File: src/rtl/hex_display_driver.sv
// Six-digit seven-segment driver: score (BCD, zero-blanked), scrolling
// game-over message, or raw hex debug word, selected by a one-hot mode.
// All segment outputs are active-low {g,f,e,d,c,b,a} and registered.
module hex_display_driver #(
  parameter int unsigned SCROLL_TICKS = 12500000
) (
  input  logic        clock,
  input  logic        reset,
  input  logic [2:0]  displayMode,
  input  logic [13:0] score,
  input  logic [23:0] debugValue,
  output logic [6:0]  hex0,
  output logic [6:0]  hex1,
  output logic [6:0]  hex2,
  output logic [6:0]  hex3,
  output logic [6:0]  hex4,
  output logic [6:0]  hex5
);

  localparam int unsigned TICK_W = (SCROLL_TICKS > 1) ? $clog2(SCROLL_TICKS) : 1;
  localparam logic [TICK_W-1:0] TICK_LAST = TICK_W'(SCROLL_TICKS - 1);
  localparam logic [6:0] SEG_BLANK = 7'h7F;
  localparam logic [13:0] SCORE_MAX = 14'd9999;

  typedef enum logic [2:0] {
    MODE_NORMAL   = 3'b001,
    MODE_GAMEOVER = 3'b010,
    MODE_DEBUG    = 3'b100
  } mode_e;

  typedef enum logic [1:0] {
    CV_IDLE,
    CV_LOAD,
    CV_SHIFT,
    CV_DONE
  } cv_state_e;

  function automatic logic [6:0] hex_glyph(input logic [3:0] d);
    case (d)
      4'h0: return 7'h40;
      4'h1: return 7'h79;
      4'h2: return 7'h24;
      4'h3: return 7'h30;
      4'h4: return 7'h19;
      4'h5: return 7'h12;
      4'h6: return 7'h02;
      4'h7: return 7'h78;
      4'h8: return 7'h00;
      4'h9: return 7'h10;
      4'hA: return 7'h08;
      4'hB: return 7'h03;
      4'hC: return 7'h46;
      4'hD: return 7'h21;
      4'hE: return 7'h06;
      default: return 7'h0E;
    endcase
  endfunction

  // "GAME OVEr" followed by three blanks, 12 slots
  function automatic logic [6:0] msg_glyph(input logic [3:0] slot);
    case (slot)
      4'd0: return 7'h42;
      4'd1: return 7'h08;
      4'd2: return 7'h48;
      4'd3: return 7'h06;
      4'd5: return 7'h40;
      4'd6: return 7'h41;
      4'd7: return 7'h06;
      4'd8: return 7'h2F;
      default: return SEG_BLANK;
    endcase
  endfunction

  function automatic logic [6:0] msg_at(input logic [3:0] base, input logic [2:0] off);
    logic [4:0] s;
    s = {1'b0, base} + {2'b00, off};
    if (s >= 5'd12) s = s - 5'd12;
    return msg_glyph(s[3:0]);
  endfunction

  function automatic logic [3:0] add3(input logic [3:0] d);
    return (d >= 4'd5) ? d + 4'd3 : d;
  endfunction

  // ---------------- score converter ----------------
  cv_state_e   cv_state;
  logic [13:0] clamped;
  logic [13:0] last_val;
  logic [13:0] bin_sr;
  logic [15:0] bcd_work;
  logic [15:0] bcd_adj;
  logic [15:0] bcd_latched;
  logic [3:0]  shift_cnt;

  // Clamp the incoming score and pre-correct each BCD nibble before the shift
  always_comb begin
    clamped = (score > SCORE_MAX) ? SCORE_MAX : score;
    bcd_adj = {add3(bcd_work[15:12]), add3(bcd_work[11:8]),
               add3(bcd_work[7:4]),   add3(bcd_work[3:0])};
  end

  // Double-dabble sequencer; only DONE touches the displayed BCD
  always_ff @(posedge clock or negedge reset) begin
    if (!reset) begin
      cv_state    <= CV_IDLE;
      last_val    <= '0;
      bin_sr      <= '0;
      bcd_work    <= '0;
      bcd_latched <= '0;
      shift_cnt   <= '0;
    end else begin
      case (cv_state)
        CV_IDLE: begin
          if (clamped != last_val) cv_state <= CV_LOAD;
        end
        CV_LOAD: begin
          bin_sr    <= clamped;
          last_val  <= clamped;
          bcd_work  <= '0;
          shift_cnt <= '0;
          cv_state  <= CV_SHIFT;
        end
        CV_SHIFT: begin
          bcd_work  <= {bcd_adj[14:0], bin_sr[13]};
          bin_sr    <= {bin_sr[12:0], 1'b0};
          shift_cnt <= shift_cnt + 4'd1;
          if (shift_cnt == 4'd13) cv_state <= CV_DONE;
        end
        default: begin
          bcd_latched <= bcd_work;
          cv_state    <= CV_IDLE;
        end
      endcase
    end
  end

  // ---------------- game-over scroller ----------------
  logic              in_gameover;
  logic              prev_gameover;
  logic [3:0]        idx;
  logic [3:0]        idx_nxt;
  logic [TICK_W-1:0] tick;
  logic [TICK_W-1:0] tick_nxt;

  // Next scroll position; the window is drawn from idx_nxt so each
  // position is visible for exactly SCROLL_TICKS output cycles
  always_comb begin
    in_gameover = (displayMode == MODE_GAMEOVER);
    idx_nxt     = idx;
    tick_nxt    = tick;
    if (!in_gameover || !prev_gameover) begin
      idx_nxt  = '0;
      tick_nxt = '0;
    end else if (tick == TICK_LAST) begin
      tick_nxt = '0;
      idx_nxt  = (idx == 4'd11) ? '0 : idx + 4'd1;
    end else begin
      tick_nxt = tick + TICK_W'(1);
    end
  end

  // Scroll position and entry detection registers
  always_ff @(posedge clock or negedge reset) begin
    if (!reset) begin
      prev_gameover <= 1'b0;
      idx           <= '0;
      tick          <= '0;
    end else begin
      prev_gameover <= in_gameover;
      idx           <= idx_nxt;
      tick          <= tick_nxt;
    end
  end

  // ---------------- output registers ----------------
  logic [3:0] d3, d2, d1, d0;
  logic       blank3, blank2, blank1;

  // Leading-zero blanking; units digit is never blanked
  always_comb begin
    {d3, d2, d1, d0} = bcd_latched;
    blank3 = (d3 == 4'd0);
    blank2 = blank3 && (d2 == 4'd0);
    blank1 = blank2 && (d1 == 4'd0);
  end

  // Mode mux into the registered segment outputs
  always_ff @(posedge clock or negedge reset) begin
    if (!reset) begin
      {hex5, hex4, hex3, hex2, hex1, hex0} <= {6{SEG_BLANK}};
    end else begin
      case (displayMode)
        MODE_NORMAL: begin
          hex5 <= SEG_BLANK;
          hex4 <= SEG_BLANK;
          hex3 <= blank3 ? SEG_BLANK : hex_glyph(d3);
          hex2 <= blank2 ? SEG_BLANK : hex_glyph(d2);
          hex1 <= blank1 ? SEG_BLANK : hex_glyph(d1);
          hex0 <= hex_glyph(d0);
        end
        MODE_GAMEOVER: begin
          hex5 <= msg_at(idx_nxt, 3'd0);
          hex4 <= msg_at(idx_nxt, 3'd1);
          hex3 <= msg_at(idx_nxt, 3'd2);
          hex2 <= msg_at(idx_nxt, 3'd3);
          hex1 <= msg_at(idx_nxt, 3'd4);
          hex0 <= msg_at(idx_nxt, 3'd5);
        end
        MODE_DEBUG: begin
          hex5 <= hex_glyph(debugValue[23:20]);
          hex4 <= hex_glyph(debugValue[19:16]);
          hex3 <= hex_glyph(debugValue[15:12]);
          hex2 <= hex_glyph(debugValue[11:8]);
          hex1 <= hex_glyph(debugValue[7:4]);
          hex0 <= hex_glyph(debugValue[3:0]);
        end
        default: begin
          {hex5, hex4, hex3, hex2, hex1, hex0} <= {6{SEG_BLANK}};
        end
      endcase
    end
  end

endmodule
File: config.mk
export PLATFORM = sky130hd
export DESIGN_NAME = hex_display_driver
export DESIGN_NICKNAME = d
export VERILOG_FILES = /design/src/rtl/hex_display_driver.sv
export SDC_FILE = /design/constraint.sdc
export NUM_CORES = 1
export LEC_CHECK = 0
export ABC_AREA = 1
export CORE_UTILIZATION = 52
export CTS_CLUSTER_SIZE = 10
export DETAILED_ROUTE_END_ITERATION = 6
export HOLD_SLACK_MARGIN = 0.06
export MAX_ROUTING_LAYER = met4
export PLACE_DENSITY = 0.73
export SLEW_MARGIN = 15
export SYNTH_ARGS = -nofsm -noshare
export SYNTH_HDL_FRONTEND = slang
export SYNTH_SLANG_ARGS = --single-unit
File: constraint.sdc
create_clock -name clock -period 3.44 [get_ports clock]
set_clock_uncertainty 0.05 [all_clocks]
set_input_delay 0.688 -clock clock [delete_from_list [all_inputs] [get_ports clock]]
set_output_delay 0.688 -clock clock [all_outputs]
set_load 0.01 [all_outputs]
==> summary.md, run 1 <==
| Metric | Value |
|---|---|
| Status | `finished, final reports clean` |
| Die area | `0.0196 mm^2` |
| Register bit total from synthesis | `137` |
| MaxCap Viol Count | `0` |
| Worst min path class | `input port to async pin` |
| Slew Limit Fails | `0` |
| Final wirelength | `24.6 mm` |
| Initial antenna violation count | `0` |
| Max Root-Sink Buffers | `2` |
| Initial Util | `53.1%` |
| Maximum VDD drop | `0.626 mV` |
| Slowest CP cell | `clkdlybuf4s50_1` |
| PD cells | `443 mW/mm^2` |
| DRC Markers | `0` |
| Vias in the first global route | `8768` |
| Num ports | `85` |
| Sequence of cells on the critical path | `clkdlybuf4s50_1 -> inv_1 -> nand3_1 -> nor2_4 -> buf_4 -> nand3_4 -> inv_1 -> ha_1 -> inv_1 -> buf_4 -> nand2_1 -> nand2_1 -> nand2_1 -> ha_1 -> a22oi_1 -> buf_4 -> nand3_1 -> nand2_2 -> nand2_1 -> nand3_2 -> o211ai_2` |
| Leading area contributor after synthesis | `dfrtp_1` |
| Fmax | `0.306 GHz` |
| Period utilisation layout | `94.9%` |
| Top cell types by occurrence after synthesis | `276 x nand2_1, 153 x inv_1, 110 x nor2_1, 109 x o21ai_0, 97 x ha_1` |
| Power Total | `0.00529 W` |
| Later-pin clock latency in the skew report | `0.43 ns` |
| Most used DFF post-synth | `dfrtp_1` |
| Port bufs | `84` |
| Startpoint types | `input port` |
| Place WS | `-0.244 ns` |
| RSZ-0062 raised after global routing | `no` |
| Largest net degree at the start of global routing | `78` |
| Mapped Nets | `1463` |
| Area of the core | `0.0186 mm^2` |
| Filler cells | `1635` |
| Syn. warnings | `0` |
| Ranking of synthesized cells by area | `dfrtp_1 24%, ha_1 12%, dfstp_2 11%` |
| GP Congestion | `0.931` |
| Leakage power | `5.47 nW` |
| Final net count | `1587` |
| DRT Pass-1 Iters | `5` |
| Crit path kind | `input port to flip-flop` |
| Worst EP required | `3.73 ns` |
| Gr usage total | `27.1%` |
| Final setup vio count | `0` |
| Endpoints failing hold | `0` |
| Number of synthesized flops with an enable pin | `0` |
| N_diodes | `0` |
| Setup slack after layout | `0.175 ns` |
| CTS tree | `done` |
| Post-Syn Area | `0.00989 mm^2` |
| Horiz. Die Dim | `140 um` |
| CP Buf/Inv Count | `7` |
| Top-area cell type share of the netlist area | `24.0%` |
| Iteration-0 DRC Markers | `565` |
| Overflow after GRT | `0` |
| Clock slew at reported path FFs | `0.06 ns` |
| P&R area growth vs syn | `20.7%` |
| First-pass GRT wire length | `41.5 mm` |
| CTS sink cnt | `137` |
| Synth cell types | `52` |
| Clock buffer count from CTS | `17` |
| Worst-Margin Slew | `0.957 ns` |
| H-tree levels | `4` |
| Delay-heaviest family, CP | `buffers and inverters` |
| Max-slew headroom | `36.2%` |
| CP peak stage delay | `0.48 ns` |
| DR WL/cell | `14.5 um` |
| Async SR Flop Fraction | `100%` |
| Cell mode on critical path | `nand2_1` |
| Vias per inst | `5.49` |
| Layout cell share with drive strength beyond 1 | `13.6%` |
| Arr. time, crit path | `3.56 ns` |
| Max FO, Critical Path | `5` |
| # rows | `50` |
| Crit end category | `flip-flop` |
| Post-route ant nets | `0` |
| HPWL Detailed | `18.7 mm` |
| Clk root buf | `clkbuf_16` |
| Most common cell in the netlist | `nand2_1` |
| Mean Syn Cell Area | `7.48 um^2` |
| Sequential area share after synthesis | `35.2%` |
| Hold buffers post-CTS | `0` |
| Min cycle time layout | `3.27 ns` |
| Die height | `140 um` |
| Via Count | `9297` |
| Gate Count Post-Synth | `1323` |
[flip-flops by register name, summed over array words and instances (netlist names)]
name,flops
last_val,14
tick,24
idx,4
prev_gameover,1
hex3,7
bin_sr,14
hex4,7
shift_cnt,4
hex0,7
cv_state,2
bcd_latched,16
hex1,7
hex5,7
hex2,7
bcd_work,16
[timing repair]
item                                    CTS  global route
endpoints found under the setup margin    0            11
buffers inserted                          0             2
gates resized for setup                   0             5
[final timing paths]
| path | from | endpoint | slack, ns | cells past startpoint |
|---|---|---|---|---|
| worst max-delay path | displayMode[0] | hex2[3]$_DFF_PN1_ | 0.17 | 21 |
| worst min-delay path | reset | tick[18]$_DFF_PN0_ | 0.23 | 1 |
| worst max register to register | idx[0]$_DFF_PN0_ | hex2[3]$_DFF_PN1_ | 0.31 | 20 |
| worst min register to register | tick[0]$_DFF_PN0_ | tick[0]$_DFF_PN0_ | 0.41 | 1 |
| max in group asynchronous | reset | hex3[1]$_DFF_PN1_ | 2.35 | 2 |
| min in group clock | tick[0]$_DFF_PN0_ | tick[0]$_DFF_PN0_ | 0.41 | 1 |
[where the power goes]
group | leakage [nW] | internal, W | switching (W)
Clock | 0.268 | 0.00101 | 0.000758
Sequential | 1.72 | 0.00190 | 0.000152
Combinational | 3.48 | 0.000542 | 0.000929
Total | 5.47 | 0.00345 | 0.00184
[per-stage QoR]
| step | utilization, % | cell area, um^2 | hold WS [ns] | cells | setup TNS, ns |
|---|---|---|---|---|---|
| 2_1_floorplan | - | 9890 | 0.342 | 1323 | 0 |
| 3_3_place_gp | 60.8 | 11300 | 0.401 | 1660 | -0.749 |
| 3_5_place_dp | 60.8 | 11300 | 0.405 | 1660 | -4.17 |
| 4_1_cts | 63.9 | 11900 | 0.260 | 1692 | 0 |
| 5_1_grt | 64.0 | 11900 | 0.295 | 1694 | 0 |
| 6_report | 64.0 | 11900 | 0.225 | 1694 | 0 |
[layout by cell type (no fill, tap or decap), types with 9 or more instances in the layout]
cell               n
inv_2              9
o22ai_1           18
dfstp_2           42
nand2_1          275
inv_1            153
dfrtp_1           95
a31oi_1           12
or2_2              9
nand4_1           15
buf_4             56
clkbuf_16         17
xor2_1            14
o211ai_1          21
a21oi_1           88
nand2_2           19
nor3_1            33
nor2_1           110
clkdlybuf4s50_1   83
ha_1              96
o21ai_0          108
nand3_1           81
[cell families after synthesis]
| family | Yosys count | synth area share [%] |
|---|---|---|
| flip-flops | 137 | 35.2 |
| XOR/XNOR | 16 | 1.42 |
| AND/OR/NAND/NOR | 570 | 25.7 |
| adder cells (fa/ha/maj) | 97 | 12.3 |
| buffers and inverters | 204 | 7.82 |
| AO/OA/AOI/OAI | 299 | 17.6 |
[area by class of cell]
| type | instances | area, um^2 | share of cell area [%] |
|---|---|---|---|
| repair buffers | 142 | 1300 | 10.9 |
| multi-input cells | 982 | 5660 | 47.4 |
| flip-flops and latches | 137 | 3480 | 29.2 |
| clock inverters | 15 | 143 | 1.20 |
| well taps | 234 | 293 | 2.45 |
| clock buffers | 17 | 425 | 3.56 |
| inverters | 167 | 629 | 5.27 |
[routing by layer]
metal | share of wire, % | GRT usage, % | vias up
met5 | 0 | - | -
met4 | 1.9 | 8.33 | 0
met3 | 4.4 | 4.79 | 34
met2 | 48 | 43.6 | 242
met1 | 46 | 34.7 | 4342
li1 | - | - | 4679
Power figures use the tool's default switching activity.
==> run 2: changes to the inputs <==
Settings changed: CELL_PAD_IN_SITES_DETAIL_PLACEMENT from default to 1, CELL_PAD_IN_SITES_GLOBAL_PLACEMENT from default to 2, CORE_UTILIZATION 52 to 34, MAX_ROUTING_LAYER met4 to default, PLACE_DENSITY 0.73 to default, PLACE_DENSITY_LB_ADDON from default to 0.1.
==> summary.md, run 2 (synthesized netlist as in run 1, its figures left out) <==
| Metric | Value |
|---|---|
| Die area | `0.0298 mm^2 (+52%)` |
| Overflow after GRT | `0 (unchanged)` |
| Die height | `173 um (+23%)` |
| Area of the core | `0.0286 mm^2 (+54%)` |
| Worst-Margin Slew | `1.01 ns (+0.0582 ns)` |
| Commonest non-fill, non-tap cell in the layout | `nand2_1` |
| Sw Ratio | `34.4% (-0.43 points)` |
| H-tree levels | `4 (unchanged)` |
| Hold_ws | `0.240 ns (+0.0142 ns)` |
| Part of the power in combinational logic | `27.9% (about the same)` |
| Port bufs | `84 (unchanged)` |
| Period utilisation layout | `94.3% (-0.64 points)` |
| Maximum VDD drop | `0.538 mV (-14%)` |
| Top flop regs | `tick: 24 flops, bcd_latched: 16 flops, bcd_work: 16 flops` |
| Largest Register | `tick` |
| CTS tree | `done` |
| PD cells | `449 mW/mm^2 (+1.4%)` |
| Largest register FFs | `24 (unchanged)` |
| DRC Markers | `0 (unchanged)` |
| Post-DP Area | `0.0116 mm^2 (+2.6%)` |
| N_diodes | `0 (unchanged)` |
| # rows | `62 (+24%)` |
| Final wirelength | `30.6 mm (+25%)` |
| GP Congestion | `0.831 (-11%)` |
| Startpoint types | `input port` |
| Post-CTS setup buffer count | `0 (unchanged)` |
| Pint | `0.00362 W (+5.1%)` |
| Horiz. Die Dim | `173 um (+23%)` |
| Filler cells | `3531 (+120%)` |
| P&R area growth vs syn | `24.3%` |
| Crit end category | `flip-flop` |
| Worst EP required | `3.76 ns (+0.03 ns)` |
| Hold buffers post-CTS | `0 (unchanged)` |
| Clock power share | `34.7% (+1.4 points)` |
| Clk root buf | `clkbuf_16` |
| Fmax | `0.308 GHz (+0.68%)` |
| Max-slew headroom | `32.3% (-3.9 points)` |
| Initial antenna violation count | `0 (unchanged)` |
| Arr. time, crit path | `3.56 ns (about the same)` |
| Post-route ant nets | `0 (unchanged)` |
| Iteration-0 DRC Markers | `374 (-34%)` |
| RSZ-0062 raised after global routing | `no` |
| Slew Limit Fails | `0 (unchanged)` |
| Max FO, Critical Path | `5 (unchanged)` |
| Layout cell share with drive strength beyond 1 | `14.6% (+1.0 points)` |
| Reg2Reg Launch Point | `tick[0]$_DFF_PN0_` |
| Gr usage total | `21.3% (-5.7 points)` |
| Crit path from | `displayMode[0]` |
| DRT Pass-1 Iters | `5 (unchanged)` |
| Clock buffer count from CTS | `17 (unchanged)` |
| Leakage power | `5.55 nW (+1.5%)` |
| Max Root-Sink Buffers | `2 (unchanged)` |
| Initial Util | `34.6% (-19 points)` |
| First-pass GRT wire length | `51.5 mm (+24%)` |
| Area of the multi-input gates | `0.00571 mm^2 (+0.80%)` |
| Crit path kind | `input port to flip-flop` |
| Worst min path class | `input port to async pin` |
| Vias per inst | `5.03 (-8.4%)` |
| Power Total | `0.00552 W (+4.4%)` |
| HPWL Detailed | `23.4 mm (+26%)` |
| Min cycle time layout | `3.24 ns (-0.0220 ns)` |
| Final setup vio count | `0 (unchanged)` |
| DR WL/cell | `16.5 um (+14%)` |
| Commonest non-fill, non-tap cells in the layout | `275 x nand2_1, 151 x inv_1, 109 x nor2_1, 109 x o21ai_0, 96 x ha_1` |
| Sequential Power Share | `37.3% (-1.5 points)` |
| Endpoints failing hold | `0 (unchanged)` |
| Later-pin clock latency in the skew report | `0.43 ns (about the same)` |
| Num ports | `85 (unchanged)` |
| Status | `finished, final reports clean` |
| Post_cts resized | `0 (unchanged)` |
| Final instance area | `0.0123 mm^2 (+3.0%)` |
| Via Count | `9331 (+0.37%)` |
| Switch Pwr | `0.00190 W (+3.1%)` |
| MaxCap Viol Count | `0 (unchanged)` |
| Final net count | `1599 (+0.76%)` |
| Final Non-Filler Cells | `1856 (+9.6%)` |
| Sum Neg Setup Slack | `0 ns (unchanged)` |
| Clock slew at reported path FFs | `0.06 ns (about the same)` |
| Largest net degree at the start of global routing | `77 (-1.3%)` |
| Sequential cell area | `0.00348 mm^2 (about the same)` |
| CTS sink cnt | `137 (unchanged)` |
| Vias in the first global route | `9826 (+12%)` |
| # placed instances | `1824 (+9.9%)` |
-- run 2: worst paths after layout --
kind / end / slack, ns / depth (start not counted)
max: hex2[4]$_DFF_PN1_ / 0.20 / 21
min: tick[10]$_DFF_PN0_ / 0.24 / 1
max reg2reg: hex0[0]$_DFF_PN1_ / 0.31 / 20
min reg2reg: bcd_latched[13]$_DFFE_PN0N_ / 0.43 / 2
max in group asynchronous: bin_sr[2]$_DFFE_PN0P_ / 2.35 / 2
min in group clock: bcd_latched[13]$_DFFE_PN0N_ / 0.43 / 2
-- run 2: layout make-up --
| type | instances | area share, % |
|---|---|---|
| tap | 384 | 3.91 |
| timing repair buffer | 154 | 11.3 |
| clock buffer | 21 | 3.67 |
| inverter | 167 | 5.12 |
| clock inverter | 11 | 1.20 |
| sequential | 137 | 28.3 |
| multi-input combinational | 982 | 46.4 |
-- run 2: metrics by stage --
stage                     utilization [%]  setup slack (ns)
after floorplan                         -             0.208
after global placement               40.6            -0.198
after detailed placement             40.6            -0.299
after CTS                            42.7             0.123
after global routing                 42.9          0.000416
final                                42.9             0.197
-- run 2: per-layer routing --
metal | part of all wire (%) | GRT usage [%] | vias to the layer above
met5 | 0 | 0 | -
met4 | 1.3 | 5.73 | 0
met3 | 2.8 | 3.54 | 21
met2 | 47 | 35.4 | 94
met1 | 49 | 28.6 | 4526
li1 | - | - | 4690
-- run 2: power by group through the flow --
stage / registers (W) / clock network (W) / logic [W]
after detailed placement: 0.00209 / 0 / 0.00155
after floorplan: 0.00206 / 0 / 0.000973
after global placement: 0.00208 / 0 / 0.00152
after CTS: 0.00206 / 0.00197 / 0.00157
after global routing: 0.00210 / 0.00202 / 0.00177
final: 0.00206 / 0.00192 / 0.00154
-- run 2: worst max-delay path, stage by stage --
cell             delay, ns
clkdlybuf4s50_1       0.45
inv_2                 0.10
nand3_4               0.10
nor2_4                0.22
buf_12                0.14
nand3_1               0.07
nand2_2               0.11
nand2_4               0.08
ha_1                  0.23
buf_4                 0.14
inv_1                 0.08
nand2_2               0.07
nand2_2               0.07
ha_1                  0.15
a22oi_1               0.08
buf_4                 0.17
or2_4                 0.26
nand2_2               0.07
buf_4                 0.11
o211ai_1              0.08
nand2_1               0.09
